**config.mk**
```make
export PLATFORM = sky130hd
export DESIGN_NAME = fetch_sequencer
export DESIGN_NICKNAME = d
export VERILOG_FILES = /design/src/rtl/risc16_pkg.sv /design/src/rtl/fetch_buffer.sv /design/src/rtl/fetch_sequencer.sv
export SDC_FILE = /design/constraint.sdc
export NUM_CORES = 1
export LEC_CHECK = 0
export ABC_CLOCK_PERIOD_IN_PS = 2500
export BUFFER_PORTS_ARGS = -buffer_cell sky130_fd_sc_hd__buf_4
export CORE_ASPECT_RATIO = 1.25
export CORE_MARGIN = 4
export CORE_UTILIZATION = 40
export DETAILED_ROUTE_END_ITERATION = 6
export SLEW_MARGIN = 20
export SYNTH_ARGS = -nofsm -noshare
export SYNTH_HDL_FRONTEND = slang
export SYNTH_HIERARCHICAL = 1
export SYNTH_SLANG_ARGS = --single-unit
```
**constraint.sdc**
```tcl
create_clock -name clk -period 2.5 [get_ports clk]
set_input_delay 0.5 -clock clk [delete_from_list [all_inputs] [get_ports clk]]
set_output_delay 0.5 -clock clk [all_outputs]
set_load 0.03 [all_outputs]
```
**src/rtl/risc16_pkg.sv**
```systemverilog
// Shared RiSC-16 definitions: opcodes, the fetch FSM state type, the fetch
// buffer entry layout and HALT decode.
package risc16_pkg;

    localparam logic [2:0] OP_ADD  = 3'b000;
    localparam logic [2:0] OP_ADDI = 3'b001;
    localparam logic [2:0] OP_NAND = 3'b010;
    localparam logic [2:0] OP_LUI  = 3'b011;
    localparam logic [2:0] OP_SW   = 3'b100;
    localparam logic [2:0] OP_LW   = 3'b101;
    localparam logic [2:0] OP_BEQ  = 3'b110;
    localparam logic [2:0] OP_JALR = 3'b111;

    typedef enum logic [1:0] {
        IDLE   = 2'd0,
        FETCH  = 2'd1,
        HALTED = 2'd2
    } fetch_state_e;

    // One buffered fetch: the instruction word and the PC it came from.
    typedef struct packed {
        logic [15:0] pc;
        logic [15:0] instr;
    } fetch_entry_t;

    // HALT is encoded as JALR with a non-zero immediate field.
    function automatic logic is_halt(input logic [15:0] instr);
        return (instr[15:13] == OP_JALR) && (instr[6:0] != 7'd0);
    endfunction

endpackage

```
**src/rtl/fetch_buffer.sv**
```systemverilog
// Synchronous FIFO of fetched {pc, instr} entries.
// Ports: push/push_entry write at the tail, pop advances the head, flush
// empties the buffer (wins over push/pop), count is the occupancy, valid is
// high when non-empty, head is the oldest entry (read straight from storage).
module fetch_buffer
    import risc16_pkg::*;
#(
    parameter  int unsigned DEPTH = 2,
    localparam int unsigned CW    = $clog2(DEPTH) + 1
) (
    input  logic          clk,
    input  logic          rst_n,
    input  logic          push,
    input  fetch_entry_t  push_entry,
    input  logic          pop,
    input  logic          flush,
    output logic [CW-1:0] count,
    output logic          valid,
    output fetch_entry_t  head
);

    localparam int unsigned AW = $clog2(DEPTH);

    fetch_entry_t   mem [DEPTH];
    logic [AW-1:0]  wr_ptr;
    logic [AW-1:0]  rd_ptr;
    logic [CW-1:0]  count_next;

    // Occupancy after this cycle's push/pop; simultaneous push+pop holds it.
    always_comb begin
        count_next = count;
        case ({push, pop})
            2'b10:   count_next = count + CW'(1);
            2'b01:   count_next = count - CW'(1);
            default: count_next = count;
        endcase
    end

    // Storage, pointers and occupancy; pointers wrap naturally (DEPTH is 2^n).
    always_ff @(posedge clk or negedge rst_n) begin
        if (!rst_n) begin
            for (int i = 0; i < int'(DEPTH); i++) begin
                mem[i] <= '0;
            end
            wr_ptr <= '0;
            rd_ptr <= '0;
            count  <= '0;
            valid  <= 1'b0;
        end else if (flush) begin
            wr_ptr <= '0;
            rd_ptr <= '0;
            count  <= '0;
            valid  <= 1'b0;
        end else begin
            if (push) begin
                mem[wr_ptr] <= push_entry;
                wr_ptr      <= wr_ptr + AW'(1);
            end
            if (pop) begin
                rd_ptr <= rd_ptr + AW'(1);
            end
            count <= count_next;
            valid <= (count_next != '0);
        end
    end

    assign head = mem[rd_ptr];

endmodule

```
**src/rtl/fetch_sequencer.sv**
```systemverilog
// RiSC-16 instruction fetch controller. Owns the PC, drives the
// combinational instruction memory, buffers fetched words and hands them to
// decode over valid/ready. Redirects flush the buffer; a fetched HALT stops
// fetching until a redirect arrives.
// Ports: start (leave IDLE), imem_addr/imem_data (memory), redirect_valid/
// redirect_pc (PC change), out_valid/out_ready/out_instr/out_pc (decode
// handshake), halted/busy (FSM status).
module fetch_sequencer
    import risc16_pkg::*;
#(
    parameter logic [15:0] RESET_PC = 16'h0000,
    parameter int unsigned DEPTH    = 2
) (
    input  logic        clk,
    input  logic        rst_n,
    input  logic        start,
    output logic [15:0] imem_addr,
    input  logic [15:0] imem_data,
    input  logic        redirect_valid,
    input  logic [15:0] redirect_pc,
    output logic        out_valid,
    input  logic        out_ready,
    output logic [15:0] out_instr,
    output logic [15:0] out_pc,
    output logic        halted,
    output logic        busy
);

    localparam int unsigned CW = $clog2(DEPTH) + 1;

    fetch_state_e  state_q;
    fetch_state_e  state_d;
    logic [15:0]   pc_q;
    logic [15:0]   pc_d;
    logic [CW-1:0] buf_count;
    logic          buf_valid;
    fetch_entry_t  buf_head;
    fetch_entry_t  push_entry;
    logic          redirect_act;
    logic          do_push;
    logic          do_pop;

    // Redirect beats push and pop; IDLE ignores redirects.
    assign redirect_act = redirect_valid && (state_q != IDLE);
    assign do_pop       = buf_valid && out_ready && !redirect_valid;
    assign do_push      = (state_q == FETCH) && !redirect_valid &&
                          ((buf_count < CW'(DEPTH)) || do_pop);
    assign push_entry   = '{pc: pc_q, instr: imem_data};

    fetch_buffer #(.DEPTH(DEPTH)) u_buf (
        .clk        (clk),
        .rst_n      (rst_n),
        .push       (do_push),
        .push_entry (push_entry),
        .pop        (do_pop),
        .flush      (redirect_act),
        .count      (buf_count),
        .valid      (buf_valid),
        .head       (buf_head)
    );

    // Next state and next PC.
    always_comb begin
        state_d = state_q;
        pc_d    = pc_q;
        case (state_q)
            IDLE: begin
                if (start) begin
                    state_d = FETCH;
                end
            end
            FETCH: begin
                if (redirect_valid) begin
                    pc_d = redirect_pc;
                end else if (do_push) begin
                    pc_d = pc_q + 16'd1;
                    if (is_halt(imem_data)) begin
                        state_d = HALTED;
                    end
                end
            end
            HALTED: begin
                // The HALT was on a wrong path if anyone redirects us.
                if (redirect_valid) begin
                    state_d = FETCH;
                    pc_d    = redirect_pc;
                end
            end
            default: state_d = IDLE;
        endcase
    end

    // State, PC and registered status flags.
    always_ff @(posedge clk or negedge rst_n) begin
        if (!rst_n) begin
            state_q <= IDLE;
            pc_q    <= RESET_PC;
            busy    <= 1'b0;
            halted  <= 1'b0;
        end else begin
            state_q <= state_d;
            pc_q    <= pc_d;
            busy    <= (state_d == FETCH);
            halted  <= (state_d == HALTED);
        end
    end

    assign imem_addr = pc_q;
    assign out_valid = buf_valid;
    assign out_instr = buf_head.instr;
    assign out_pc    = buf_head.pc;

endmodule

```
==> metrics.sh, run 1 <==
RUN_STATUS='complete, no violations'
ROUTABILITYCONGESTION=0.956
MAX_CLOCK_FREQ_MHz=472
FLOW.AREA_GROWTH_FROM_SYNTHESIS_PCT=25.6
WORST_SETUP_PATH_END_KIND='primary output'
CPMAXSTAGEDELAYCELL='sky130_fd_sc_hd__mux2_2'
GROUTE.USAGE.OVERALL=0.168
FIN_WORST_HOLD_SLACK_NS=0.103
DRC=0
HOLD_VIOL=0
NUMBER_OF_SYNTHESIZED_FLOPS_WITH_AN_ENABLE_PIN=0
CLK_LATENCY_NS=0.34
YS_TYPES=56
LAYOUT_WORST_PATH_CYCLE_SHARE=0.847
LAYOUT.CELL_AREA.NON_FILLER_MM2=0.00557
POSTPLACECELLAREA_MM2=0.00524
GRT_ANTENNA_BEFORE_REPAIR=0
CTS_TREE='built'
POWER.SHARE.SWITCHING=0.386
CPMOSTUSEDCELL='sky130_fd_sc_hd__buf_4'
START_UTIL=0.413
DETAILROUTE.VIA_COUNT=3187
GRT_OVERFLOW_TOTAL=0
WORST_SETUP_PATH_START_KIND='register'
TIMING_MAX_TRANSITION_VIOLATIONS_FINAL=0
HOLDCRITPATHCLASS='input port to asynchronous set/reset pin'
TIMING.CRITICAL_PATH.CELLS='buf_4, mux2_2, buf_4'
CTSHOLDBUFFERS=0
PLACE.DETAILED.HPWL_UM=7630
SYN_NETS=384
SYNTH_AREA_MM2=0.00443
POWER.STATIC_LEAKAGE_nW=2.44
POST_CTS_RESIZE_COUNT=0
NETSWITCHINGPOWER_mW=2.95
POSTCTSSETUPBUFFERS=0
HIGHEST_FANOUT_SEEN_ON_THE_CRITICAL_PATH=25
MAXIMUM_NUMBER_OF_PINS_ON_ONE_NET_BEFORE_GLOBAL_ROUTE_REPAIR=56
DETAIL_ROUTE.WL_PER_CELL_UM=18.4
CLOCKBUFFERDEPTH=2
POWER.SEQUENTIAL.FRACTION=0.343
NUMBER_OF_BUFFERS_CREATED_BY_CTS=9
IO_PINS=88
CORE_AREA_MM2=0.0107
FINALSETUPVIOLCOUNT=0
WORSTPATHREQUIRED_NS=2.00
POST_SYNTH.CELL_AREA_AVG_UM2=12.8
DIE_H_UM=126
CTS_SINKS=89
CPPEAKSTAGEDELAY_NS=0.40
GRT_FIRST_PASS_WIRELENGTH_UM=16800
INTERNAL_POWER_mW=4.70
LAYOUT_MIN_CYCLE_TIME_NS=2.12
YOSYSSEQAREASHARE=0.503
CLK_PIN_SLEW_WORST_PATHS_NS=0.07
WORSTPATHBUFFERINVERTERCOUNT=2
CTS_HTREE_LEVELS=3
COUNT_OF_ANTENNA_DIODES_IN_THE_LAYOUT=0
SYNTH_SEQ_CELLS=89
MAXCAPVIOLCOUNT=0
WORST_PIN_SLEW_NS=0.465
SYNTH_CELLS=345
RSZ0062_AT_GRT='no'
TIMING.SETUP.CRITICAL_PATH_CLASS='register to primary output'
MAX_SLEW_MARGIN=0.690
YOSYS_WARNINGS=6
DRT-PASS1-ITER-COUNT=5
DRT.ANTENNA.VIOLATING_NETS=0
DIE_W_UM=102
DIE_AREA_MM2=0.0128
ASYNC_FLOP_SHARE=1.00
FINALPOWER_mW=7.65
CP_TOP_FAMILY='buffers and inverters'
FINALNETCOUNT=475
VIAS_PER_CELL=5.56
PORT-BUFFER-COUNT=87
POWER.CLOCK.FRACTION=0.194
DRT-INITIAL-DRC-COUNT=91
FIRST_GLOBAL_VIAS=3260
POWER.SHARE.COMBINATIONAL=0.463
ROUTED_WIRELENGTH_UM=10600
CLOCK-SKEW-FINAL_NS=0.00641
FINALSETUPTNS_NS=0
LAYOUT-DRIVE-GT1-SHARE=0.506
CTS-ROOT-BUF='sky130_fd_sc_hd__clkbuf_16'
CP_DATA_ARRIVAL_TIME_NS=1.62
UTILIZATION=0.519
PWR_DENSITY_CELL_mW_PER_MM2=1370
IR_WORST_VDD_V=0.000564
YS_DOMINANT_REG_CELL='sky130_fd_sc_hd__dfrtp_1'
FP-ROW-COUNT=42
[worst paths after layout]
path | start | to | slack, ns | cells past startpoint
setup / recovery | u_buf/rd_ptr$_DFFE_PN0P_ | out_pc[5] | 0.38 | 3
hold / removal | rst_n | u_buf/mem[57]$_DFFE_PN0P_ | 0.10 | 1
setup reg to reg | state_q[1]$_DFF_PN0_ | u_buf/count[1]$_DFF_PN0_ | 0.49 | 7
hold reg to reg | u_buf/mem[63]$_DFFE_PN0P_ | u_buf/mem[63]$_DFFE_PN0P_ | 0.49 | 1
max in group asynchronous | rst_n | u_buf/mem[14]$_DFFE_PN0P_ | 1.73 | 2
min in group clk | imem_data[9] | u_buf/mem[9]$_DFFE_PN0P_ | 0.40 | 2
[metal layers]
| layer | vias up | global-route usage | part of all wire |
|---|---|---|---|
| met5 | - | 0 | 0 |
| met4 | 0 | 0.0672 | 0.021 |
| met3 | 22 | 0.0437 | 0.063 |
| met2 | 110 | 0.268 | 0.50 |
| met1 | 1577 | 0.215 | 0.42 |
| li1 | 1478 | - | - |
[area by class of cell]
cell class | count | area, um2
fillers | 965 | 5150
flip-flops and latches | 89 | 2230
multi-input cells | 228 | 2000
repair buffers | 103 | 823
clock buffers | 10 | 239
well taps | 132 | 165
clock inverters | 6 | 90.1
inverters | 5 | 18.8
[synth_stat cells (5+ instances only)]
master / instances / area share
sky130_fd_sc_hd__mux2_2: 94 / 0.24
sky130_fd_sc_hd__dfrtp_1: 89 / 0.50
sky130_fd_sc_hd__nand3_1: 13 / 0.015
sky130_fd_sc_hd__nand2_1: 11 / 0.0093
sky130_fd_sc_hd__a22oi_1: 9 / 0.015
sky130_fd_sc_hd__buf_2: 9 / 0.010
sky130_fd_sc_hd__buf_6: 7 / 0.018
sky130_fd_sc_hd__and3_1: 6 / 0.0085
sky130_fd_sc_hd__nor2_1: 6 / 0.0051
sky130_fd_sc_hd__o21ai_0: 6 / 0.0068
sky130_fd_sc_hd__a21oi_1: 5 / 0.0056
sky130_fd_sc_hd__inv_1: 5 / 0.0042
sky130_fd_sc_hd__nand4_1: 5 / 0.0071
sky130_fd_sc_hd__o22ai_1: 5 / 0.0071
[per-stage QoR]
| stage | instances | setup WS (ns) |
|---|---|---|
| CTS | 573 | 0.348 |
| finish | 573 | 0.382 |
| global placement | 557 | 0.405 |
| floorplan | 345 | 0.341 |
| global route | 573 | 0.289 |
| detailed placement | 557 | 0.407 |
[registers in the layout, summed over array words and instances (netlist names)]
register      count
busy              1
halted            1
imem_addr        16
state_q           2
u_buf/count       2
u_buf/mem        64
u_buf/rd_ptr      1
u_buf/valid       1
u_buf/wr_ptr      1
[worst reg2reg max path: cells and delay by family (launching register included)]
| family | cells | cell delay (ns) |
|---|---|---|
| AO/OA/AOI/OAI | 2 | 0.37 |
| adder cells (fa/ha/maj) | 1 | 0.34 |
| buffers and inverters | 2 | 0.25 |
| flip-flops | 1 | 0.42 |
| AND/OR/NAND/NOR | 2 | 0.55 |
[kinds of logic (layout without fill, tap and decap cells)]
kind of cell	Yosys count	in the layout	share of synthesized area
simple gates	65	65	0.0872
flops	89	89	0.503
compound gates	59	59	0.102
buf+inv	28	124	0.0457
xor+xnor	4	4	0.00791
mux	98	98	0.249
fa+ha+maj	2	2	0.00565
[cells in the final DEF (no fill, tap or decap), drive strengths merged, types with 5 or more instances in the layout]
cell      n
o211ai    5
a22oi     9
mux2     97
o22ai     5
nand3    13
a21oi     5
and3      6
nand2    13
inv       6
clkbuf   10
nor2      7
o21ai     6
nand4     5
dfrtp    89
buf     103
[power by group through the flow]
stage               clock network [mW]  registers, mW  logic [mW]
detailed placement                   0           2.66        3.57
CTS                               1.52           2.63        3.59
global route                      1.57           2.72        3.79
global placement                     0           2.62        3.53
finish                            1.48           2.62        3.54
floorplan                            0           2.73        2.27
No activity file was read; power rests on OpenSTA's default activity.
==> run 2, diff against run 1 <==
Settings changed: ABC_CLOCK_PERIOD_IN_PS 2500 to 1970.
Clock period 2.5 ns to 1.97 ns, I/O delays scaled along.
==> metrics.sh, run 2 (synthesis results as in run 1) <==
CTS_TREE='built'
GRT_USE_MET3=0.0243
HOLDCRITPATHCLASS='input port to asynchronous set/reset pin'
FINALNETCOUNT=488
REGTOREGSTARTPOINT='state_q[0]$_DFF_PN0_'
NUMBER_OF_BUFFERS_CREATED_BY_CTS=9
ROUTED_WIRELENGTH_UM=10700
WORST_SETUP_PATH_END_KIND='primary output'
IR_WORST_VDD_V=0.000711
FLOW.AREA_GROWTH_FROM_SYNTHESIS_PCT=27.4
GRT.BUSIEST_LAYER='met2'
POWER.STATIC_LEAKAGE_nW=2.49
IO_PINS=88
DIE_AREA_MM2=0.0128
STARTPOINT='u_buf/rd_ptr$_DFFE_PN0P_'
LAYOUT-DRIVE-GT1-SHARE=0.524
INTERNAL_POWER_mW=5.92
NETSWITCHINGPOWER_mW=3.76
CTS-ROOT-BUF='sky130_fd_sc_hd__clkbuf_16'
FINALSETUPTNS_NS=0
DRT.ANTENNA.VIOLATING_NETS=0
COUNT_OF_ANTENNA_DIODES_IN_THE_LAYOUT=0
CORE_AREA_MM2=0.0107
CLK_LATENCY_NS=0.34
RUN_STATUS='complete, no violations'
ROUTABILITYCONGESTION=0.805
POWER.SHARE.SWITCHING=0.388
LAYOUTNONFILLERINSTCOUNT=586
POWER.SEQUENTIAL.FRACTION=0.337
TIMING.FINAL.WS_SETUP_NS=0.0915
DETAILROUTE.VIA_COUNT=3246
RSZ0062_AT_GRT='no'
DRT-PASS1-ITER-COUNT=4
DIE_H_UM=126
TIMING.SETUP.CRITICAL_PATH_CLASS='register to primary output'
MAX_SLEW_MARGIN=0.652
MAX_FLOP_REGISTER='u_buf/mem'
MAXIMUM_NUMBER_OF_PINS_ON_ONE_NET_BEFORE_GLOBAL_ROUTE_REPAIR=38
HOLD_VIOL=0
DIE_W_UM=102
PLACE.DETAILED.HPWL_UM=7720
PLACE_INST=570
GRTUSAGEMET2=0.281
DRC=0
CLK_PIN_SLEW_WORST_PATHS_NS=0.06
CTS_SINKS=89
POWER.CLOCK.FRACTION=0.180
FIRST_GLOBAL_VIAS=3417
WORSTPATHREQUIRED_NS=1.58
GROUTE.USAGE.OVERALL=0.176
MAXCAPVIOLCOUNT=0
POSTCTSSETUPBUFFERS=0
LARGEST_REGISTER_FF_COUNT=64
TIMING_MAX_TRANSITION_VIOLATIONS_FINAL=0
GRT_OVERFLOW_TOTAL=0
FINALSETUPVIOLCOUNT=0
CLOCK-SKEW-FINAL_NS=0.00499
WORSTPATHBUFFERINVERTERCOUNT=2
TIMING.CRITICAL_PATH.CELLS='buf_12, mux2_2, buf_4'
START_UTIL=0.413
CP_DATA_ARRIVAL_TIME_NS=1.48
PORT-BUFFER-COUNT=87
DETAIL_ROUTE.WL_PER_CELL_UM=18.3
DRT-INITIAL-DRC-COUNT=112
LAYOUT_COMMON_CELLS='sky130_fd_sc_hd__buf_4, sky130_fd_sc_hd__mux2_2, sky130_fd_sc_hd__dfrtp_1, sky130_fd_sc_hd__nand3_1, sky130_fd_sc_hd__nand2_1'
CP_TOP_FAMILY='flip-flops'
LAYOUT_MIN_CYCLE_TIME_NS=1.88
WORST_SETUP_PATH_START_KIND='register'
GRT_ANTENNA_BEFORE_REPAIR=0
CTSHOLDBUFFERS=0
FINAL_COMMON_CELL='sky130_fd_sc_hd__buf_4'
POST_CTS_RESIZE_COUNT=0
MAX_CLOCK_FREQ_MHz=532
FP-ROW-COUNT=42
GRT_USE_MET1=0.239
HIGHEST_FANOUT_SEEN_ON_THE_CRITICAL_PATH=24
LAYOUT_WORST_PATH_CYCLE_SHARE=0.954
CPMAXSTAGEDELAYCELL='sky130_fd_sc_hd__dfrtp_1'
CLOCKBUFFERDEPTH=2
CPPEAKSTAGEDELAY_NS=0.39
PWR_DENSITY_CELL_mW_PER_MM2=1720
WORST_PIN_SLEW_NS=0.522
DP_WORST_SETUP_SLACK_NS=0.0454
GRT_FIRST_PASS_WIRELENGTH_UM=17700
POWER.SHARE.COMBINATIONAL=0.483
VIAS_PER_CELL=5.54
CTS_HTREE_LEVELS=3
## run 2: cell type report
class | count | area [um2]
clock inverter | 6 | 66.3
multi-input combinational | 228 | 2010
sequential | 89 | 2230
fill | 976 | 5070
inverter | 5 | 18.8
tap | 132 | 165
timing repair buffer | 116 | 921
clock buffer | 10 | 239
## run 2: per-stage QoR
step | total power [mW] | utilization | hold slack, ns | cell area [um2]
4_1_cts | 9.79 | 0.527 | 0.0449 | 5650
5_1_grt | 10.3 | 0.527 | 0.0644 | 5650
3_5_place_dp | 8.02 | 0.498 | 0.407 | 5340
2_1_floorplan | 6.36 | - | 0.0984 | 4440
3_3_place_gp | 7.93 | 0.498 | 0.398 | 5340
6_report | 9.68 | 0.527 | 0.0272 | 5650
## run 2: final timing paths
| kind | end | slack, ns | cells after the start |
|---|---|---|---|
| min in group clk | u_buf/mem[10]$_DFFE_PN0P_ | 0.30 | 2 |
| worst max register to register | u_buf/mem[60]$_DFFE_PN0P_ | 0.14 | 6 |
| worst min-delay path | u_buf/mem[5]$_DFFE_PN0P_ | 0.03 | 1 |
| max in group asynchronous | u_buf/mem[42]$_DFFE_PN0P_ | 1.40 | 2 |
| worst max-delay path | out_pc[7] | 0.09 | 3 |
| worst min register to register | u_buf/mem[62]$_DFFE_PN0P_ | 0.49 | 1 |
## run 2: power groups by stage
| stage | logic [mW] | clock network (mW) | registers, mW |
|---|---|---|---|
| 6_report | 4.68 | 1.74 | 3.27 |
| 2_1_floorplan | 2.89 | 0 | 3.47 |
| 5_1_grt | 5.02 | 1.85 | 3.39 |
| 4_1_cts | 4.74 | 1.78 | 3.27 |
| 3_5_place_dp | 4.72 | 0 | 3.30 |
| 3_3_place_gp | 4.67 | 0 | 3.25 |
## run 2: layer usage
metal,up-vias,part of all wire
met5,-,0
li1,1507,-
met1,1638,0.44
met4,0,0.016
met3,12,0.050
met2,89,0.49
==> run 3, diff against run 2 <==
Settings changed: ABC_AREA set to 1, ABC_CLOCK_PERIOD_IN_PS 1970 to 2160.
Clock period 1.97 ns to 2.16 ns, I/O delays scaled along.
==> metrics.sh, run 3 <==
RUN_STATUS='complete, no violations'
DETAIL_ROUTE.WL_PER_CELL_UM=14.0
WORST_PIN_SLEW_NS=0.591
DETAILROUTE.VIA_COUNT=3728
IO_PINS=88
FLOW.AREA_GROWTH_FROM_SYNTHESIS_PCT=23.0
TIMING_MAX_TRANSITION_VIOLATIONS_FINAL=0
CTS-ROOT-BUF='sky130_fd_sc_hd__clkbuf_16'
RANKING_OF_SYNTHESIZED_CELLS_BY_AREA='sky130_fd_sc_hd__dfrtp_1, sky130_fd_sc_hd__nand2_1, sky130_fd_sc_hd__mux2_2'
POST-SYNTH-TOP-AREA-FRACTION=0.490
NUMBER_OF_BUFFERS_CREATED_BY_CTS=9
DIE_H_UM=127
DRT.ANTENNA.VIOLATING_NETS=0
LAYOUT_MIN_CYCLE_TIME_NS=2.00
YS_TYPES=29
ROUTED_WIRELENGTH_UM=10500
GRT_FIRST_PASS_WIRELENGTH_UM=17200
FIRST_GLOBAL_VIAS=3573
SYN_NETS=568
SYNTH_CELLS=529
NUMBER_OF_SYNTHESIZED_FLOPS_WITH_AN_ENABLE_PIN=0
MULTI_INPUT_COMB_AREA_MM2=0.00191
SYNTH.MUX.AREA_FRACTION=0.0792
GRT_ANTENNA_BEFORE_REPAIR=0
SYNTH_AREA_MM2=0.00455
YOSYS-TOP-CELLS-COUNT='sky130_fd_sc_hd__nand2_1, sky130_fd_sc_hd__dfrtp_1, sky130_fd_sc_hd__inv_1, sky130_fd_sc_hd__o21ai_0, sky130_fd_sc_hd__nor2_1'
TIMING.CRITICAL_PATH.CELLS='buf_12, mux2_2, buf_4'
DRT-INITIAL-DRC-COUNT=202
HIGHEST_FANOUT_SEEN_ON_THE_CRITICAL_PATH=32
LAYOUT_WORST_PATH_CYCLE_SHARE=0.928
MAX_SLEW_MARGIN=0.606
MAXCAPVIOLCOUNT=0
TIMING.SETUP.CRITICAL_PATH_CLASS='register to primary output'
CLK_LATENCY_NS=0.34
WORST_SETUP_PATH_START_KIND='register'
CLOCK-SKEW-FINAL_NS=0.00529
SYNTH_SEQ_CELLS=89
CTS_HTREE_LEVELS=3
FINALSETUPTNS_NS=0
FIN_WORST_HOLD_SLACK_NS=0.0900
LAYOUT-DRIVE-GT1-SHARE=0.288
POST_CTS_RESIZE_COUNT=0
SEQCELLAREA_MM2=0.00223
PWR_DENSITY_CELL_mW_PER_MM2=1670
LARGEST_REGISTER_FF_COUNT=64
RSZ0062_AT_GRT='no'
WORST_SETUP_PATH_END_KIND='primary output'
MAXIMUM_NUMBER_OF_PINS_ON_ONE_NET_BEFORE_GLOBAL_ROUTE_REPAIR=66
CTS_SINKS=89
YS_DOMINANT_REG_CELL='sky130_fd_sc_hd__dfrtp_1'
GRT_OVERFLOW_TOTAL=0
START_UTIL=0.408
CLOCKBUFFERDEPTH=2
POSTCTSSETUPBUFFERS=0
FINALSETUPVIOLCOUNT=0
CORE_AREA_MM2=0.0111
HOLDCRITPATHCLASS='input port to asynchronous set/reset pin'
LAYOUT_COMMON_CELLS='sky130_fd_sc_hd__nand2_1, sky130_fd_sc_hd__buf_4, sky130_fd_sc_hd__dfrtp_1, sky130_fd_sc_hd__inv_1, sky130_fd_sc_hd__o21ai_0'
FINAL_COMMON_CELL='sky130_fd_sc_hd__nand2_1'
PORT-BUFFER-COUNT=87
DRT-PASS1-ITER-COUNT=5
MAX_FLOP_REGISTER='u_buf/mem'
COMBINATIONAL_FAMILY_WITH_THE_MOST_AREA_AFTER_SYNTHESIS='simple AND/OR/NAND/NOR gates'
WORSTREG2REGEND='u_buf/valid$_DFF_PN0_'
WORSTPATHREQUIRED_NS=1.73
CLK_PIN_SLEW_WORST_PATHS_NS=0.06
REGTOREGSTARTPOINT='u_buf/valid$_DFF_PN0_'
FINALNETCOUNT=652
POST_SYNTH.CELL_AREA_AVG_UM2=8.60
CTS_TREE='built'
POWER.STATIC_LEAKAGE_nW=2.87
GROUTE.USAGE.OVERALL=0.167
ASYNC_FLOP_SHARE=1.00
DIE_AREA_MM2=0.0132
YOSYS.AREA_SHARE.SIMPLE=0.224
FILLER_CELLS_INSERTED=1078
CP_DATA_ARRIVAL_TIME_NS=1.57
HOLD_VIOL=0
CTSHOLDBUFFERS=0
VIAS_PER_CELL=4.95
STARTPOINT='u_buf/rd_ptr$_DFFE_PN0P_'
YOSYS_WARNINGS=6
DIE_W_UM=103
COUNT_OF_ANTENNA_DIODES_IN_THE_LAYOUT=0
YOSYSSEQAREASHARE=0.490
CELL_WITH_THE_MOST_INSTANCES_AFTER_SYNTHESIS='sky130_fd_sc_hd__nand2_1'
SYNTH_FA_HA_AREA_FRAC=0.00550
NUMBER_OF_CELLS_TRAVERSED_BY_THE_WORST_REGISTER_TO_REGISTER_PATH=10
ROUTABILITYCONGESTION=0.827
FP-ROW-COUNT=43
CPMAXSTAGEDELAYCELL='sky130_fd_sc_hd__dfrtp_1'
MAX_CLOCK_FREQ_MHz=499
SYNTH_TOP_AREA_CELL='sky130_fd_sc_hd__dfrtp_1'
IR_WORST_VDD_V=0.000929
SETUP.REG_TO_REG.WORST_SLACK_NS=0.40
DRC=0
CPPEAKSTAGEDELAY_NS=0.42
SYNTH-COMPOUND-AREA-SHARE=0.106
PLACE.DETAILED.HPWL_UM=7380
SYNTH_XOR_XNOR_AREA_SHARE=0.00578
run 3: cell count changes after synthesis, sizes merged, moves of 9 or more:
cell and delta:
nand2 +143, mux2 -65, inv +55, o21ai +70
a22oi -9, nor2 +43, nand3 +12
run 3: power by group:
group	total (mW)	switching [mW]	internal, mW	leakage [nW]
clock	1.59	0.604	0.990	0.153
combinational	4.62	2.82	1.79	1.60
sequential	3.14	0.675	2.47	1.11
total	9.35	4.10	5.25	2.87
run 3: layout make-up:
class | instances | share of cell area
Multi-Input combinational cell | 359 | 0.342
Clock buffer | 14 | 0.0489
Clock inverter | 2 | 0.00626
Sequential cell | 89 | 0.398
Timing Repair Buffer | 94 | 0.135
Inverter | 60 | 0.0402
Tap cell | 135 | 0.0302
run 3: layer usage:
metal | global-route usage | part of all wire
met3 | 0.0317 | 0.049
met5 | 0 | 0
met1 | 0.229 | 0.46
met4 | 0.0686 | 0.024
met2 | 0.259 | 0.47
run 3: logic make-up after synthesis:
| group | Yosys count |
|---|---|
| multiplexers | 32 |
| XOR/XNOR | 3 |
| flip-flops | 89 |
| AO/OA/AOI/OAI | 79 |
| AND/OR/NAND/NOR | 243 |
| buffers and inverters | 81 |
| adder cells (fa/ha/maj) | 2 |
run 3: worst max path at each step:
stage               cells past startpoint                     to
detailed placement                     10  u_buf/valid$_DFF_PN0_
floorplan                              10  u_buf/valid$_DFF_PN0_
global placement                       10  u_buf/valid$_DFF_PN0_
global route                            3             out_pc[10]
CTS                                     3             out_pc[10]
finish                                  3             out_pc[10]
run 3: worst max-delay path: cells and delay by family (launching register included):
| family | cells | cell delay [ns] |
|---|---|---|
| DFF | 1 | 0.42 |
| buffers and inverters | 2 | 0.41 |
| muxes | 1 | 0.39 |
run 3: per-stage QoR:
| stage | total power [mW] | cell area [um2] | util | cells | setup slack, ns |
|---|---|---|---|---|---|
| final | 9.35 | 5600 | 0.503 | 753 | 0.157 |
| after global routing | 10.1 | 5600 | 0.503 | 753 | 0.103 |
| after CTS | 9.48 | 5600 | 0.503 | 753 | 0.137 |
| after detailed placement | 7.83 | 5290 | 0.475 | 737 | 0.246 |
| after global placement | 7.71 | 5290 | 0.475 | 737 | 0.322 |
| after floorplan | 6.37 | 4550 | - | 529 | 0.227 |
